<file path="config.mk">
export PLATFORM = sky130hd
export DESIGN_NAME = featuremap_accum_bias
export DESIGN_NICKNAME = d
export VERILOG_FILES = /design/src/rtl/featuremap_accum_bias.sv
export SDC_FILE = /design/constraint.sdc
export NUM_CORES = 1
export LEC_CHECK = 0
export ABC_AREA = 1
export BUFFER_PORTS_ARGS = -buffer_cell sky130_fd_sc_hd__buf_2
export CORE_MARGIN = 3
export CORE_UTILIZATION = 40
export DETAILED_ROUTE_END_ITERATION = 10
export GPL_ROUTABILITY_DRIVEN = 0
export PLACE_DENSITY_LB_ADDON = 0.25
export SLEW_MARGIN = 10
export SYNTH_ARGS = -nofsm -noshare
export SYNTH_HDL_FRONTEND = slang
export SYNTH_SLANG_ARGS = --single-unit
</file>
<file path="constraint.sdc">
create_clock -name clk -period 16.8 [get_ports clk]
set_input_delay 0 -clock clk [delete_from_list [all_inputs] [get_ports clk]]
set_output_delay 0 -clock clk [all_outputs]
set_load 0.05 [all_outputs]
</file>
<file path="src/rtl/featuremap_accum_bias.sv">
// featuremap_accum_bias
// Channel-reduction stage for one output pixel: a registered input stage, a
// pairwise adder tree with one register per level, a registered bias add and
// a registered saturate/ReLU output. Every stage stalls together when the
// output is held by back-pressure. Row/column counters tag end-of-row and
// end-of-frame on each output pixel.
module featuremap_accum_bias #(
  parameter int                           DATA_WIDTH   = 16,
  parameter int                           NUM_CHANNELS = 16,
  parameter logic signed [DATA_WIDTH-1:0] BIAS         = '0,
  parameter int                           RELU_EN      = 1,
  parameter int                           WIDTH        = 56,
  parameter int                           HEIGHT       = 56
) (
  input  logic                               clk,
  input  logic                               rst,
  input  logic                               clr,
  input  logic                               in_valid,
  output logic                               in_ready,
  input  logic [NUM_CHANNELS*DATA_WIDTH-1:0] in_data,
  output logic                               out_valid,
  input  logic                               out_ready,
  output logic [DATA_WIDTH-1:0]              out_data,
  output logic                               out_eol,
  output logic                               out_last
);

  // Tree geometry: channel count padded up to a power of two.
  localparam int L_T   = $clog2(NUM_CHANNELS);
  localparam int NP    = 1 << L_T;
  localparam int ACC_W = DATA_WIDTH + L_T + 1;

  localparam int COL_W = (WIDTH  > 1) ? $clog2(WIDTH)  : 1;
  localparam int ROW_W = (HEIGHT > 1) ? $clog2(HEIGHT) : 1;
  localparam logic [COL_W-1:0] COL_LAST = COL_W'(WIDTH - 1);
  localparam logic [ROW_W-1:0] ROW_LAST = ROW_W'(HEIGHT - 1);

  localparam logic signed [ACC_W-1:0] BIAS_X =
    {{(ACC_W-DATA_WIDTH){BIAS[DATA_WIDTH-1]}}, BIAS};
  localparam logic signed [ACC_W-1:0] SAT_MAX =
    {{(ACC_W-DATA_WIDTH+1){1'b0}}, {(DATA_WIDTH-1){1'b1}}};
  localparam logic signed [ACC_W-1:0] SAT_MIN =
    {{(ACC_W-DATA_WIDTH+1){1'b1}}, {(DATA_WIDTH-1){1'b0}}};

  function automatic logic signed [ACC_W-1:0] sext(input logic [DATA_WIDTH-1:0] x);
    return {{(ACC_W-DATA_WIDTH){x[DATA_WIDTH-1]}}, x};
  endfunction

  logic                      en;
  logic                      hs;
  logic [NP*DATA_WIDTH-1:0]  in_pad;
  // vld[0] is the input stage, vld[1..L_T] the tree levels, vld[L_T+1] the bias stage.
  logic [L_T+1:0]            vld;
  logic signed [ACC_W-1:0]   tree [0:L_T][0:NP-1];
  logic signed [ACC_W-1:0]   biased;
  logic [DATA_WIDTH-1:0]     sat_val;
  logic [COL_W-1:0]          col;
  logic [ROW_W-1:0]          row;

  assign en       = !out_valid || out_ready;
  assign in_ready = en && !clr;
  assign hs       = out_valid && out_ready;

  // Missing channels of a non-power-of-two count read as zero.
  assign in_pad = (NP*DATA_WIDTH)'(in_data);

  // Valid bits advance with the data; clr and reset empty the whole pipe.
  always_ff @(posedge clk or negedge rst) begin
    if (!rst) begin
      vld       <= '0;
      out_valid <= 1'b0;
    end else if (clr) begin
      vld       <= '0;
      out_valid <= 1'b0;
    end else if (en) begin
      vld       <= {vld[L_T:0], in_valid};
      out_valid <= vld[L_T+1];
    end
  end

  // Input capture and adder-tree levels; contents of empty slots are ignored.
  always_ff @(posedge clk) begin
    if (en) begin
      for (int c = 0; c < NP; c++) begin
        tree[0][c] <= sext(in_pad[c*DATA_WIDTH +: DATA_WIDTH]);
      end
      for (int lv = 1; lv <= L_T; lv++) begin
        for (int j = 0; j < NP/2; j++) begin
          if (j < (NP >> lv)) begin
            tree[lv][j] <= tree[lv-1][2*j] + tree[lv-1][2*j+1];
          end
        end
      end
    end
  end

  // Bias add gets its own register so the clamp logic starts from a flop.
  always_ff @(posedge clk) begin
    if (en) begin
      biased <= tree[L_T][0] + BIAS_X;
    end
  end

  // Clamp to the output range, then rectify.
  always_comb begin
    sat_val = biased[DATA_WIDTH-1:0];
    if (biased > SAT_MAX) begin
      sat_val = SAT_MAX[DATA_WIDTH-1:0];
    end else if (biased < SAT_MIN) begin
      sat_val = SAT_MIN[DATA_WIDTH-1:0];
    end
    if ((RELU_EN != 0) && sat_val[DATA_WIDTH-1]) begin
      sat_val = '0;
    end
  end

  // Output data register; holds while the downstream stalls.
  always_ff @(posedge clk or negedge rst) begin
    if (!rst) begin
      out_data <= '0;
    end else if (en) begin
      out_data <= sat_val;
    end
  end

  // Pixel position of the current output, stepped on each output handshake.
  always_ff @(posedge clk or negedge rst) begin
    if (!rst) begin
      col <= '0;
      row <= '0;
    end else if (clr) begin
      col <= '0;
      row <= '0;
    end else if (hs) begin
      if (col == COL_LAST) begin
        col <= '0;
        row <= (row == ROW_LAST) ? '0 : row + 1'b1;
      end else begin
        col <= col + 1'b1;
      end
    end
  end

  // Flags are gated with out_valid so they read 0 whenever no pixel is presented.
  assign out_eol  = out_valid && (col == COL_LAST);
  assign out_last = out_eol && (row == ROW_LAST);

endmodule

</file>
==> metrics.cfg, run 1 <==
[cts]
cts.clk_slew.worst_paths_ns=0.06
cts_tree=built
cts_buffer_depth=3
cts_buffers=75
clock_latency_ns=0.62
clockRootBuffer=clkbuf_16
post_cts_buffers=0
clock_sinks=626
htree_levels=3

[setup_path]
arrival_ns=4.66
crit_required_ns=17.02
worst_path_max_delay_cell=buf_4
crit_chain=inv_1 > nor2_4 > inv_8 > buf_4 > buf_4 > buf_4
crit_path_end_kind=flop
cpLargestDelayFamily=buffers and inverters
max_stage_delay_ns=0.91
critPathMaxFanout=121
crit_buf_inv=5
worstSetupStartpointType=flop
cpMostUsedCell=buf_4
critPathKind=reg2reg

[route]
detail_route.wl_per_cell_microns=13.9
num_vias=26800
via_per_inst=4.76
ant_nets=0
firstDrtPassIters=8
drtIter0Drc=1955
drt_wl_total_mm=78.5
drc_errors=0

[pwr]
cellLeakagePower_nw=20.6
power_density_nw_per_um2=152
ir_drop_mv=0.0981

[sta]
clock_skew_ns=0.0261
setup_ws_ns=12.37
min_period_ns=4.43
maxSlewHeadroom_pct=28.6
setup_viol=0
slew_violations=0
tns_ns=0
timing.final.crit_share_pct=26.4
tightest_slew_ns=1.07
rsz0062_at_grt=no
fmaxAchievable_ghz=0.226
hold_viol=0

[logic_synthesis]
ys_warn_count=0
synthTopCellsByArea=edfxtp_1, nand2_1, ha_1
synth-edff-count=592
yosys.area.top_type_share_pct=50.7
synth.avg_cell_area_sq_um=9.23
async_flop_share_pct=5.43
synth_flop_cell=edfxtp_1
syn_inst=3798
synthesis.nets=4344
synth_seq_cells=626
ys_seq_area_share_pct=53.1
synth_area_leader_cell=edfxtp_1
synth_area_sq_um=35100
ys_types=35

[placed_design]
io_buffers=279
post-place-cells=5222
hpwl_mm=57.4
dp_slack_ns=12.28

[floorplanning]
die_h_microns=302
die_w_microns=302
dieArea_sq_um=91200
core_sq_um=86100
fp-row-count=107
pin_count=281
start_util_pct=40.7

[global_route]
grt_pass1_vias=26100
grt_pass1_wl_mm=128
grt-ovfl-total=0
antenna_found_initial=0
grt_max_degree=159
grtUsageTotal_pct=17.3

[layout]
seq_area_sq_um=18600
antenna-diode-count=0
finalNonFillerCells=5624
area_growth_pct=22.6
drive_above_1_share_pct=10.2
final_common_cell=nand2_1
multi_input_area_sq_um=14600
final_cell_mix=nand2_1, edfxtp_1, inv_1, nand3_1, buf_2
fillers=7945
fin_nets=4966

[hold_path]
hold_class=in2reg

[outcome]
outcome=complete, no violations

[job]
max-cap-violations=0

-- layout make-up --
cell class / instances / area share [%]
inverters: 473 / 4.15
multi-input cells: 2695 / 34.0
flip-flops and latches: 626 / 43.3
clock inverters: 47 / 0.992
well taps: 1144 / 3.33
repair buffers: 549 / 9.56
clock buffers: 90 / 4.60
-- cell families after synthesis --
family          after synthesis  synth area share (%)
xor+xnor                    135                  3.37
fa+ha+maj                   285                  10.5
flops                       626                  53.1
other cells                   1                0.0107
buf+inv                     477                  5.12
simple gates               1922                  22.5
compound gates              352                  5.33
-- report_power, final --
group          switching, W  internal [W]  leakage (nW)
Clock              0.000644      0.000935          1.16
Sequential         0.000169       0.00221          6.76
Combinational       0.00167      0.000906          12.7
-- sequential cells by signal, summed over array words and instances, names as in the netlist --
signal,count
vld,6
out_data,15
row,6
out_valid,1
tree,571
biased,21
col,6
-- per-layer routing --
metal | GRT usage (%) | up-vias | share of wire (%)
li1 | - | 13900 | -
met3 | 2.38 | 116 | 4.5
met5 | 0 | - | 0
met4 | 4.89 | 0 | 2.3
met2 | 28.6 | 547 | 47
met1 | 23.8 | 12200 | 47
-- what timing repair did --
item                                   CTS  global route
hold buffers                           265             0
resized for setup                        0             0
endpoints found under the hold margin  324             0
-- through the flow --
step / hold slack (ns) / area [sq um] / power, W / util, %
global route: 0.0538 / 43000 / 0.00705 / 49.9
floorplan: -0.296 / 35100 / 0.00420 / -
global placement: 0.109 / 37900 / 0.00491 / 44.1
finish: 0.0855 / 43000 / 0.00654 / 49.9
detailed placement: 0.112 / 37900 / 0.00493 / 44.1
CTS: 0.0238 / 43000 / 0.00660 / 49.9
-- cells in the mapped netlist, types with 3 or more instances --
| cell type | instances |
|---|---|
| a21o_1 | 9 |
| a21oi_1 | 227 |
| and2_1 | 22 |
| dfrtp_1 | 34 |
| edfxtp_1 | 592 |
| fa_1 | 15 |
| ha_1 | 270 |
| inv_1 | 468 |
| inv_2 | 5 |
| nand2_1 | 1263 |
| nand2_2 | 29 |
| nand3_1 | 279 |
| nand3b_1 | 8 |
| nand4_1 | 16 |
| nor2_1 | 242 |
| nor2_2 | 19 |
| nor3_1 | 35 |
| nor3_2 | 3 |
| o21ai_0 | 80 |
| o21bai_1 | 28 |
| o22ai_1 | 5 |
| xnor2_1 | 8 |
| xor2_1 | 127 |
-- final timing paths --
path / from / endpoint / slack (ns) / depth (start not counted)
setup / recovery: out_valid$_DFFE_PN0P_ / tree[0][209]$_DFFE_PN_ / 12.37 / 6
hold / removal: in_data[202] / tree[0][73]$_DFFE_PN_ / 0.09 / 2
setup reg to reg: out_valid$_DFFE_PN0P_ / tree[0][209]$_DFFE_PN_ / 12.37 / 6
hold reg to reg: tree[4][324]$_DFFE_PN_ / biased[9]$_DFFE_PN_ / 0.42 / 0
max in group asynchronous: rst / vld[2]$_DFFE_PN0P_ / 16.19 / 4
min in group asynchronous: rst / out_data[3]$_DFFE_PN0N_ / 0.41 / 4
(Power assumes the default switching activity.)
==> run 2, diff against run 1 <==
==> constraint.sdc (replaced) <==
create_clock -name clk -period 4.55 [get_ports clk]
set_input_delay 0 -clock clk [delete_from_list [all_inputs] [get_ports clk]]
set_output_delay 0 -clock clk [all_outputs]
set_load 0.05 [all_outputs]
==> metrics.cfg, run 2 (synthesized netlist as in run 1, its figures left out) <==
[sta]
fmaxAchievable_ghz=0.371  ; +64%
rsz0062_at_grt=no
hold_viol=0  ; unchanged
slew_violations=0  ; unchanged
tightest_slew_ns=0.933  ; -0.138 ns
timing.final.crit_share_pct=59.3  ; +33 points
clock_skew_ns=0.0200  ; -0.00609 ns
holdWs_ns=0.0721  ; -0.0134 ns
tns_ns=0  ; unchanged
setup_viol=0  ; unchanged
maxSlewHeadroom_pct=37.8  ; +9.2 points
min_period_ns=2.70  ; -1.74 ns

[setup_path]
crit_path_end_kind=flop
critPathMaxFanout=159  ; +31%
r2r_start=out_valid$_DFFE_PN0P_
arrival_ns=2.90  ; -1.76 ns
r2r_cells=4  ; -2
regToRegSetupSlack_ns=1.85  ; -10.51 ns
crit_required_ns=4.75  ; -12.27 ns
worstSetupStartpointType=flop
critPathKind=reg2reg
r2r-end=tree[0][182]$_DFFE_PN_

[floorplanning]
start_util_pct=40.7  ; unchanged
dieArea_sq_um=91200  ; unchanged
core_sq_um=86100  ; unchanged
fp-row-count=107  ; unchanged
pin_count=281  ; unchanged
die_w_microns=302  ; unchanged
die_h_microns=302  ; unchanged

[layout]
final_cell_mix=nand2_1, edfxtp_1, inv_1, nand3_1, buf_2
finalNonFillerCells=5624  ; unchanged
fin_nets=4971  ; +0.10%
antenna-diode-count=0  ; unchanged
fin_util_pct=50.1  ; +0.18 points
regMostFlops=tree
fillers=7886  ; -0.74%
area_growth_pct=23.1
largest_register_ffs=571  ; unchanged
drive_above_1_share_pct=10.3  ; +0.16 points
largestRegisters=tree x571, biased x21, out_data x15
final_common_cell=nand2_1

[cts]
clock_sinks=626  ; unchanged
post_cts_buffers=0  ; unchanged
htree_levels=3  ; unchanged
cts_resized=0  ; unchanged
cts_buffer_depth=3  ; unchanged
clockRootBuffer=clkbuf_16
cts_tree=built
cts-hold-fix-buffers=265  ; unchanged
cts_buffers=74  ; -1.3%
cts.clk_slew.worst_paths_ns=0.06  ; about the same
clock_latency_ns=0.62  ; about the same

[route]
detail_route.wl_per_cell_microns=14.0  ; +0.62%
ant_nets=0  ; unchanged
firstDrtPassIters=5  ; -3
via_per_inst=4.77  ; +0.16%
drc_errors=0  ; unchanged
drtIter0Drc=1702  ; -13%
num_vias=26800  ; +0.16%
drt_wl_total_mm=78.9  ; +0.62%

[global_route]
grt_max_degree=160  ; +0.63%
antenna_found_initial=0  ; unchanged
grt-ovfl-total=0  ; unchanged
grt_pass1_wl_mm=129  ; +0.68%
grtUsageTotal_pct=17.5  ; +0.19 points
grt_pass1_vias=26000  ; -0.34%

[pwr]
ir_drop_mv=0.367  ; +270%
power_density_nw_per_um2=562  ; +270%
cellLeakagePower_nw=20.7  ; +0.36%

[outcome]
outcome=complete, no violations

[hold_path]
holdPathEnd=tree[0][197]$_DFFE_PN_
hold_depth=2  ; unchanged
min_from=in_data[104]
hold_class=in2reg

[job]
max-cap-violations=0  ; unchanged

[placed_design]
hpwl_mm=58.6  ; +2.0%
post-place-cells=5228  ; +0.11%
io_buffers=279  ; unchanged

==> run 2: cell count changes in the layout (fill, tap and decap cells not counted), sizes merged <==
cell	delta
buf	+6
clkbuf	-1
inv	-4
bufinv	+2
clkinvlp	+2
clkinv	-5
==> run 2: how the worst max path moves through the flow <==
| stage | from | end | slack [ns] | cells past startpoint |
|---|---|---|---|---|
| final | out_valid$_DFFE_PN0P_ | tree[0][182]$_DFFE_PN_ | 1.85 | 4 |
| after global routing | out_valid$_DFFE_PN0P_ | tree[0][156]$_DFFE_PN_ | 1.67 | 5 |
| after CTS | out_valid$_DFFE_PN0P_ | tree[1][220]$_DFFE_PN_ | 1.87 | 5 |
| after detailed placement | out_valid$_DFFE_PN0P_ | tree[0][139]$_DFFE_PN_ | 1.90 | 5 |
| after global placement | out_valid$_DFFE_PN0P_ | tree[0][137]$_DFFE_PN_ | 1.92 | 5 |
| after floorplan | out_valid$_DFFE_PN0P_ | biased[0]$_DFFE_PN_ | -5.74 | 4 |
==> run 2: stage by stage <==
step / cell area, sq um / worst slack (ns) / total power (W)
3_3_place_gp: 38000 / 1.92 / 0.0181
2_1_floorplan: 35100 / -5.74 / 0.0155
3_5_place_dp: 38000 / 1.90 / 0.0182
4_1_cts: 43100 / 1.87 / 0.0244
6_report: 43100 / 1.85 / 0.0242
5_1_grt: 43100 / 1.67 / 0.0261
==> run 2: metal layers <==
layer  vias up  routed length, microns  GRT usage, %
met5         -                       0             0
met1     12300                   36900          24.0
met4         0                    1470          4.18
li1      14000                       -             -
met3       103                    3740          2.99
met2       509                   36900          28.9
==> run 2: area by class of cell <==
type	instances	area, sq um	share of cell area, %
clock inverters	42	429	0.995
well taps	1144	1430	3.32
clock buffers	89	2020	4.69
multi-input cells	2695	14600	33.9
inverters	473	1780	4.12
flip-flops and latches	626	18600	43.2
repair buffers	555	4220	9.77
==> run 2: critical path: stages (launching register included) <==
cell and delay, ns:
dfrtp_2 0.39, inv_2 0.06, nor2_4 0.39, clkinvlp_4 0.71, buf_12 0.47
==> run 2: where the power goes <==
| part | internal [W] | leakage (nW) | switching, W | total, W |
|---|---|---|---|---|
| clock | 0.00362 | 1.18 | 0.00231 | 0.00593 |
| combinational | 0.00335 | 12.7 | 0.00615 | 0.00950 |
| sequential | 0.00817 | 6.75 | 0.000642 | 0.00881 |
| total | 0.0151 | 20.7 | 0.00911 | 0.0242 |
